<file path="src/rtl/player_missile_ctrl.sv">
// Player missile controller: spawns missiles from the ship nose on a fresh Space press,
// moves them up once per frame, retires them at the top or on a hit, and renders them per pixel.
module player_missile_ctrl #(
  parameter int unsigned NUM_SLOTS    = 2,
  parameter int unsigned MISSILE_STEP = 4,
  parameter int unsigned COOLDOWN     = 8,
  parameter int unsigned NOSE_OFFSET  = 7,
  parameter int unsigned MISSILE_W    = 2,
  parameter int unsigned MISSILE_H    = 6,
  parameter int unsigned Y_MIN        = 0,
  parameter logic [7:0]  SPACE_CODE   = 8'h2C
) (
  input  logic                    frame_clk,
  input  logic                    Reset,
  input  logic [15:0]             keycode,
  input  logic [9:0]              ShipX,
  input  logic [9:0]              ShipY,
  input  logic                    ShipColl,
  input  logic [NUM_SLOTS-1:0]    MissileHit,
  input  logic [9:0]              DrawX,
  input  logic [9:0]              DrawY,
  output logic [NUM_SLOTS-1:0]    MissileActive,
  output logic [10*NUM_SLOTS-1:0] MissileXs,
  output logic [10*NUM_SLOTS-1:0] MissileYs,
  output logic                    Fired,
  output logic                    MissileOn,
  output logic [9:0]              MissileDistX,
  output logic [9:0]              MissileDistY
);

  localparam int unsigned COORD_W = 10;
  localparam int unsigned CD_W    = $clog2(COOLDOWN + 2);
  localparam logic [COORD_W-1:0] RETIRE_Y = COORD_W'(Y_MIN + MISSILE_STEP);

  logic [NUM_SLOTS-1:0] active_q, active_d;
  logic [COORD_W-1:0]   x_q [NUM_SLOTS];
  logic [COORD_W-1:0]   x_d [NUM_SLOTS];
  logic [COORD_W-1:0]   y_q [NUM_SLOTS];
  logic [COORD_W-1:0]   y_d [NUM_SLOTS];
  logic [CD_W-1:0]      cd_q, cd_d;
  logic                 space_prev_q, space_prev_d;
  logic                 fired_q, fired_d;
  logic                 space_now_c;
  logic                 fire_ok_c;
  logic                 pix_found_c;

  // Frame update: existing missiles move/retire first; a fire lands in the lowest slot free at frame start
  always_comb begin
    active_d     = active_q;
    x_d          = x_q;
    y_d          = y_q;
    fired_d      = 1'b0;
    cd_d         = cd_q;
    space_now_c  = (keycode[7:0] == SPACE_CODE) || (keycode[15:8] == SPACE_CODE);
    space_prev_d = space_now_c;
    fire_ok_c    = space_now_c && !space_prev_q && (cd_q == '0) && !ShipColl &&
                   (ShipY >= COORD_W'(MISSILE_H));

    for (int i = 0; i < int'(NUM_SLOTS); i++) begin
      if (active_q[i]) begin
        if (MissileHit[i]) begin
          active_d[i] = 1'b0;
        end else if (y_q[i] < RETIRE_Y) begin
          active_d[i] = 1'b0;
        end else begin
          y_d[i] = y_q[i] - COORD_W'(MISSILE_STEP);
        end
      end else if (fire_ok_c && !fired_d) begin
        active_d[i] = 1'b1;
        x_d[i]      = ShipX + COORD_W'(NOSE_OFFSET);
        y_d[i]      = ShipY - COORD_W'(MISSILE_H);
        fired_d     = 1'b1;
      end
    end

    if (fired_d) begin
      cd_d = CD_W'(COOLDOWN);
    end else if (cd_q != '0) begin
      cd_d = cd_q - CD_W'(1);
    end
  end

  always_ff @(posedge frame_clk or posedge Reset) begin
    if (Reset) begin
      active_q     <= '0;
      cd_q         <= '0;
      space_prev_q <= 1'b0;
      fired_q      <= 1'b0;
      for (int i = 0; i < int'(NUM_SLOTS); i++) begin
        x_q[i] <= '0;
        y_q[i] <= '0;
      end
    end else begin
      active_q     <= active_d;
      cd_q         <= cd_d;
      space_prev_q <= space_prev_d;
      fired_q      <= fired_d;
      x_q          <= x_d;
      y_q          <= y_d;
    end
  end

  // Pixel coverage; the lowest-index covering slot supplies the in-missile offset
  always_comb begin
    pix_found_c  = 1'b0;
    MissileOn    = 1'b0;
    MissileDistX = '0;
    MissileDistY = '0;
    for (int i = 0; i < int'(NUM_SLOTS); i++) begin
      if (!pix_found_c && active_q[i] &&
          (DrawX >= x_q[i]) && (DrawX < COORD_W'(x_q[i] + COORD_W'(MISSILE_W))) &&
          (DrawY >= y_q[i]) && (DrawY < COORD_W'(y_q[i] + COORD_W'(MISSILE_H)))) begin
        pix_found_c  = 1'b1;
        MissileOn    = 1'b1;
        MissileDistX = DrawX - x_q[i];
        MissileDistY = DrawY - y_q[i];
      end
    end
  end

  for (genvar g = 0; g < NUM_SLOTS; g++) begin : g_pack
    assign MissileXs[COORD_W*g +: COORD_W] = x_q[g];
    assign MissileYs[COORD_W*g +: COORD_W] = y_q[g];
  end

  assign MissileActive = active_q;
  assign Fired         = fired_q;

endmodule

</file>
<file path="config.mk">
export PLATFORM = sky130hd
export DESIGN_NAME = player_missile_ctrl
export DESIGN_NICKNAME = d
export VERILOG_FILES = /design/src/rtl/player_missile_ctrl.sv
export SDC_FILE = /design/constraint.sdc
export NUM_CORES = 1
export LEC_CHECK = 0
export CELL_PAD_IN_SITES_DETAIL_PLACEMENT = 1
export CELL_PAD_IN_SITES_GLOBAL_PLACEMENT = 1
export CORE_MARGIN = 1
export CORE_UTILIZATION = 30
export DETAILED_ROUTE_END_ITERATION = 8
export PLACE_DENSITY = 0.64
export SLEW_MARGIN = 30
export SYNTH_ARGS = -nofsm -noshare
export SYNTH_HDL_FRONTEND = slang
export SYNTH_SLANG_ARGS = --single-unit
</file>
<file path="constraint.sdc">
create_clock -name frame_clk -period 9.2 [get_ports frame_clk]
set_clock_uncertainty 0.2 [all_clocks]
set_input_delay 1.84 -clock frame_clk [delete_from_list [all_inputs] [get_ports frame_clk]]
set_output_delay 1.84 -clock frame_clk [all_outputs]
set_load 0.01 [all_outputs]
</file>
==> key figures <==
Clocking
  – CTS Root Cell: clkbuf_16
  – Setup Fix Bufs, Post-CTS: 0
  – Clock sinks: 48
  – Worst-Skew Late Latency: approximately 0.30 ns
  – Post-cts sizing count: 0
  – Clock buffer depth: 2
  – Htree depth: 2
  – CTS Hold Buffers Added: 0
  – CTS tree: yes
  – CTS Buf Count: 5
  – Clk slew on worst S/H paths: about 0.07 ns

Setup path
  – CP Launch Type: primary input
  – WS Path Type: in2out
  – Crit Path Max Fanout: between 40 and 50
  – Crit path DAT: 5.42 ns
  – Endpoint class of the critical path: primary output
  – Worst endpoint required time: 7.16 ns

Floorplanning
  – Die height: 140.6 um
  – Core footprint: around 0.019 sq mm
  – Die area: 0.01977 sq mm
  – Die X: 140.6 um
  – Starting density of the core: 0.3071
  – Row count: 50
  – Top Ports: approximately 130

Pwr
  – Worst vdd ir: roughly 0.000069 V
  – Leakage dissipation: about 3.1 nW
  – Power Density: 122.7 mW/mm^2

Placement
  – PortBufs: about 120
  – Gpl congestion: between 0.8 and 0.9
  – Setup WS pre-CTS: about 1.7 ns
  – Area after DPL: between 0.007 and 0.008 sq mm
  – Post-DP HPWL: between 15000 and 20000 um

STA
  – Worst Tran Pin Value: 0.6516 ns
  – Final hold vios: 0
  – Final worst-path cycle share: 0.8107
  – RSZ-0062 raised after global routing: false
  – Final min period: 7.458 ns
  – Slew Limit Headroom: 0.5599
  – Final TNS setup: 0 ns
  – Pins Over Slew Limit: 0
  – Final setup vio count: 0
  – Worst setup margin: approximately 1.7 ns
  – Fmax: approximately 130 MHz

Min path
  – Hold WC Path Type: reg2reg

Synthesis
  – Mapped cell area: 0.005763 sq mm
  – Seq cells post-synth: between 40 and 50
  – Area leader, netlist: dfrtp_1
  – Post-synth cell types: between 60 and 70
  – Number of synthesized flops with an enable pin: 0
  – Most used DFF post-synth: dfrtp_1
  – Ys async rst share: 1.000
  – Syn. warnings: 0
  – Syn nets: roughly 860
  – Post-synthesis average cell area: about 8.1 sq um
  – Top-area cell type share of the netlist area: 0.2084
  – Sequential fraction of the synthesis area: 0.2084
  – Gate Count Post-Synth: 710
  – Ranking of synthesized cells by area: dfrtp_1 (21%), ha_1 (18%), xnor2_1 (8.1%), o21ai_0 (5.1%), a21oi_1 (4.4%)

Final layout
  – Layout area overhead: 29.07%
  – Fillers: 2253
  – Nets: around 980
  – Layout cells sized above 1: 0.04479
  – Finished Cell Area: 0.007438 sq mm
  – Ant diodes: 0

Routing
  – Final wirelength: roughly 20000 um
  – Final ANT Viol Nets: 0
  – Post-DR vias/cell: roughly 5.3
  – Drt wl/cell: roughly 19 um
  – Pre-antenna DRT Iters: 4
  – First-iteration detailed-routing DRC count: 313
  – # DRC: 0
  – Total number of vias: about 5.6k

Outcome
  – Outcome: finished clean

Global routing
  – Busiest grt layer: met2
  – Met2 Track Usage GR: 0.3603
  – Initial antenna violation count: 0
  – Pin count of the biggest net entering global routing: 49
  – Met1 Track Usage GR: 0.2700
  – Met3 usage: 0.02004
  – Number of global-route vias before repair: ~6.0k
  – First-pass GRT wire length: 32060 um
  – Total track usage: 0.2049
  – GR Overflow Total: 0

Job
  – Max cap viols: 0
-- layout make-up --
type,instances,area [sq um],share of cell area
well taps,234,292.8,0.03936
inverters,64,242.7,0.03263
flip-flops and latches,48,1201,0.1615
repair buffers,127,1271,0.1709
clock buffers,6,138.9,0.01867
multi-input cells,579,4253,0.5717
clock inverters,2,38.79,0.005214
-- registers in the layout (all words and copies together), names as in the netlist --
name,flops
Fired,1
MissileActive,2
MissileXs,20
MissileYs,20
cd_q,4
space_prev_q,1
-- critical path, stage by stage --
cell and delay [ns]:
clkdlybuf4s50_1 0.41, inv_1 0.09, ha_1 0.17, inv_1 0.08, fa_1 0.41, a21o_1 0.17
a21oi_1 0.28, o211ai_1 0.17, o41ai_1 0.36, a2111o_2 0.58, nand3_1 0.16, o21ai_0 0.13
clkdlybuf4s50_1 0.57
-- cells by family (layout without fill, tap and decap cells) --
logic type | after synthesis | after routing | synth area share
and+or+nand+nor | 214 | 214 | 0.1878
AOI/OAI and AO/OA | 188 | 188 | 0.2032
adders and majority gates | 93 | 93 | 0.2123
buffers and inverters | 83 | 199 | 0.05666
xor gates and xnor gates | 74 | 74 | 0.1125
DFF | 48 | 48 | 0.2084
muxes | 10 | 10 | 0.01910
-- Yosys cell counts, drive strengths merged (3+ instances only) --
library cell  count
o21ai            67
buf               9
nand2            42
a31oi             8
and3              5
nor2             45
nor3             28
nor4             10
a21oi            53
a31o              5
o21a              6
a21o              6
o31ai             5
clkbuf           10
nor2b             7
a211oi            3
mux2              5
o22ai             6
xor2             21
dfrtp            48
fa                8
nand2b            9
xnor2            53
o41ai             3
o211ai            8
nand4            11
ha               85
mux2i             5
nand3            40
a2111oi           4
or3               3
nand3b            3
inv              64
-- cell usage in the layout (no fill, tap or decap), types with 4 or more instances in the layout --
cell type,instances
nand2b_1,9
nor2b_1,7
nor3_1,27
ha_1,85
clkbuf_16,5
mux2i_1,5
mux2_2,4
a21o_1,6
o31ai_1,4
nand3_1,40
clkdlybuf4s50_1,124
a31o_2,5
o21ai_1,8
nand4_1,11
inv_1,62
o22ai_1,6
xnor2_1,53
o21ai_0,59
xor2_1,21
a21oi_1,51
fa_1,8
a31oi_1,8
dfrtp_1,48
o211ai_1,8
o21a_1,6
nand2_1,42
nor2_1,45
nor4_1,7
and3_1,5
-- worst paths after layout --
path	startpoint	slack [ns]	cells after the start	endpoint
worst max-delay path	DrawY[0]	1.74	13	MissileDistY[3]
worst min-delay path	cd_q[3]	0.36	1	cd_q[3]
worst max register to register	cd_q[0]	6.02	9	MissileYs[16]
worst min register to register	cd_q[3]	0.36	1	cd_q[3]
max in group asynchronous	Reset	6.57	2	MissileXs[2]
min in group asynchronous	Reset	1.79	2	MissileXs[0]
-- routing by layer --
metal  up-vias  wire length [um]  share of wire
met3        20               623          0.031
met4         0               299          0.015
li1       2782                 -              -
met2       102              9576           0.48
met5         -                 0              0
met1      2729              9337           0.47
-- through the flow --
step	hold WS, ns	total power [W]	instances	util
global route	0.3837	0.0009792	1060	0.3963
floorplan	0.2975	0.0005358	710	-
CTS	0.3623	0.0009209	1059	0.3951
finish	0.3567	0.0009129	1060	0.3963
global placement	0.3109	0.0006828	1051	0.3853
detailed placement	0.3470	0.0006970	1051	0.3856
-- power breakdown --
part / total [W] / leakage (nW) / switching (W) / internal, W
clock network: 0.000222 / 0.0871 / 0.0000861 / 0.000136
registers: 0.000272 / 0.574 / 0.0000368 / 0.000235
logic: 0.000418 / 2.41 / 0.000225 / 0.000194
No activity file was read; power rests on OpenSTA's default activity.
==> edit: new RTL, same settings <==
The parameter `COOLDOWN` goes from 8 to 16.
--- a/src/rtl/player_missile_ctrl.sv
+++ b/src/rtl/player_missile_ctrl.sv
@@ -3,7 +3,7 @@
 module player_missile_ctrl #(
   parameter int unsigned NUM_SLOTS    = 2,
   parameter int unsigned MISSILE_STEP = 4,
-  parameter int unsigned COOLDOWN     = 8,
+  parameter int unsigned COOLDOWN     = 16,
   parameter int unsigned NOSE_OFFSET  = 7,
   parameter int unsigned MISSILE_W    = 2,
   parameter int unsigned MISSILE_H    = 6,
Behaviour: no difference found for any inputs over 10 cycles, from zero or initial values and one cycle with Reset high; that may be too few to reach the edited logic, so the function may still have changed.
==> edit against the unedited design <==
- final area rose by 5.1%
- die area rose by 5.9%
- synthesized area rose by 6.0%
- non-clock buffer count rose by 1
- global-route usage rose by 0.30 points
- register-to-register slack improved by 40 ps
- worst setup slack got worse by 11 ps
- wire length rose by 8.0%
- critical path type unchanged
- total power fell by 8.0%
- sequential cell count rose by 1
- fmax fell by 0.15%
- utilization barely moved
- combinational power fell by 12%
==> edit: results (changes against the unedited design) <==
| Metric | Value |
|---|---|
| Max-slew headroom | `0.4052 (-0.1547)` |
| DR iter-0 viols | `324 (+3.5%)` |
| Peak supply drop | `0.06931 mV (+0.38%)` |
| Dpl hpwl | `18170 µm (+10%)` |
| GR met1 Demand/Resource | `0.2756 (+0.005598)` |
| Reg2Reg Setup Slack | `6060 ps (+40 ps)` |
| Largest net degree at the start of global routing | `50 (+2.0%)` |
| Layout cell share with drive strength beyond 1 | `0.03509 (-0.009706)` |
| Multi-Input Combinational | `603 (+4.1%)` |
| Leak pwr | `3.315 nW (+7.8%)` |
| Reg area | `1226 µm² (+2.1%)` |
| Met3 Usage GRT | `0.02106 (+0.001019)` |
| Clock buf count | `5 (-1)` |
| Synth cell types | `69 (+9.5%)` |
| DP Area | `7660 µm² (+5.8%)` |
| Worst-path fanout max | `12 (-71%)` |
| FF+latch count | `49 (+2.1%)` |
| Cell count after synthesis | `734 (+3.4%)` |
| Mapped Nets | `888 (+2.8%)` |
| Sw frac | `0.3675 (-0.01331)` |
| Metal3 WL | `581 µm (-6.7%)` |
| HP Start | `cd_q[4]` |
| Buffering overhead | `0.1630 (-0.007860)` |
| Seq group | `267 µW (-2%)` |
| Worst slack at placement | `1697 ps (-18.73 ps)` |
| Fraction of area in registers | `0.1568 (-0.004680)` |
| Total track usage | `0.2079 (+0.003018)` |
| FF-to-FF path depth | `6 (-3)` |
| Vias per std cell | `5.412 (+1.8%)` |
| Synth top cells by count | `ha_1, inv_1, a21oi_1` |
| Filler cells | `2370 (+5.2%)` |
| Met2 Track Usage GR | `0.3601 (about the same)` |
| Inverters excl. clock | `68 (+6.3%)` |
| Critical path arrival | `5430 ps (about the same)` |
| Tcrit/Tclk final | `0.8119 (+0.001189)` |
| Sw power | `308.7 µW (-11%)` |
| Ranking of synthesized cells by area | `dfrtp_1, ha_1, xnor2_1` |
| Final nets | `1009 (+3.1%)` |
| RR Endpoint | `MissileYs[18]` |
| Hold EP | `cd_q[4]` |
| First-pass GRT wire length | `33420 µm (+4.3%)` |
| Status | `complete, no violations` |
| Final WL | `21420 µm (+8.0%)` |
| Fraction of area in multi-input gates | `0.5843 (+0.01258)` |
| Clock slew at reported path FFs | `60 ps` |
| Routability Congestion | `0.8919 (+3.7%)` |
| Signal buffers | `128 (+0.79%)` |
| Hold WS | `285.4 ps (-71.31 ps)` |
| Clk tree area frac | `0.02048 (-0.003406)` |
| CP max stage cell | `clkdlybuf4s50_1` |
| Clock power share | `0.246 (+0.002)` |
| Metal2 WL | `10190 µm (+6.5%)` |
| Vias in the first global route | `6298 (+5.1%)` |
| Post-Layout Cell Count | `1120 (+5.7%)` |
edit: cell count changes after synthesis, sizes merged, moves of 6 or more:
| cell | unedited run | this run |
|---|---|---|
| o21ai | 67 | 38 |
| nand3 | 40 | 20 |
| mux2 | 5 | 19 |
| nand4 | 11 | 19 |
| nor3 | 28 | 36 |
| or3 | 3 | 10 |
| xor2 | 21 | 15 |
edit: kinds of logic (layout without fill, tap and decap cells):
logic type / after synthesis / count (layout) / share of synthesized area
xor+xnor: 63 / 63 / 0.09029
compound gates: 183 / 183 / 0.2033
simple gates: 236 / 236 / 0.2031
mux: 28 / 28 / 0.04975
flops: 49 / 49 / 0.2007
buf+inv: 82 / 203 / 0.05262
fa+ha+maj: 93 / 93 / 0.2002
edit: worst max-delay path: cells and delay by family:
family	cells	cell delay, ps
adders and majority gates	1	480
muxes	1	350
buffers and inverters	4	1480
AOI/OAI and AO/OA	3	530
and+or+nand+nor	2	730
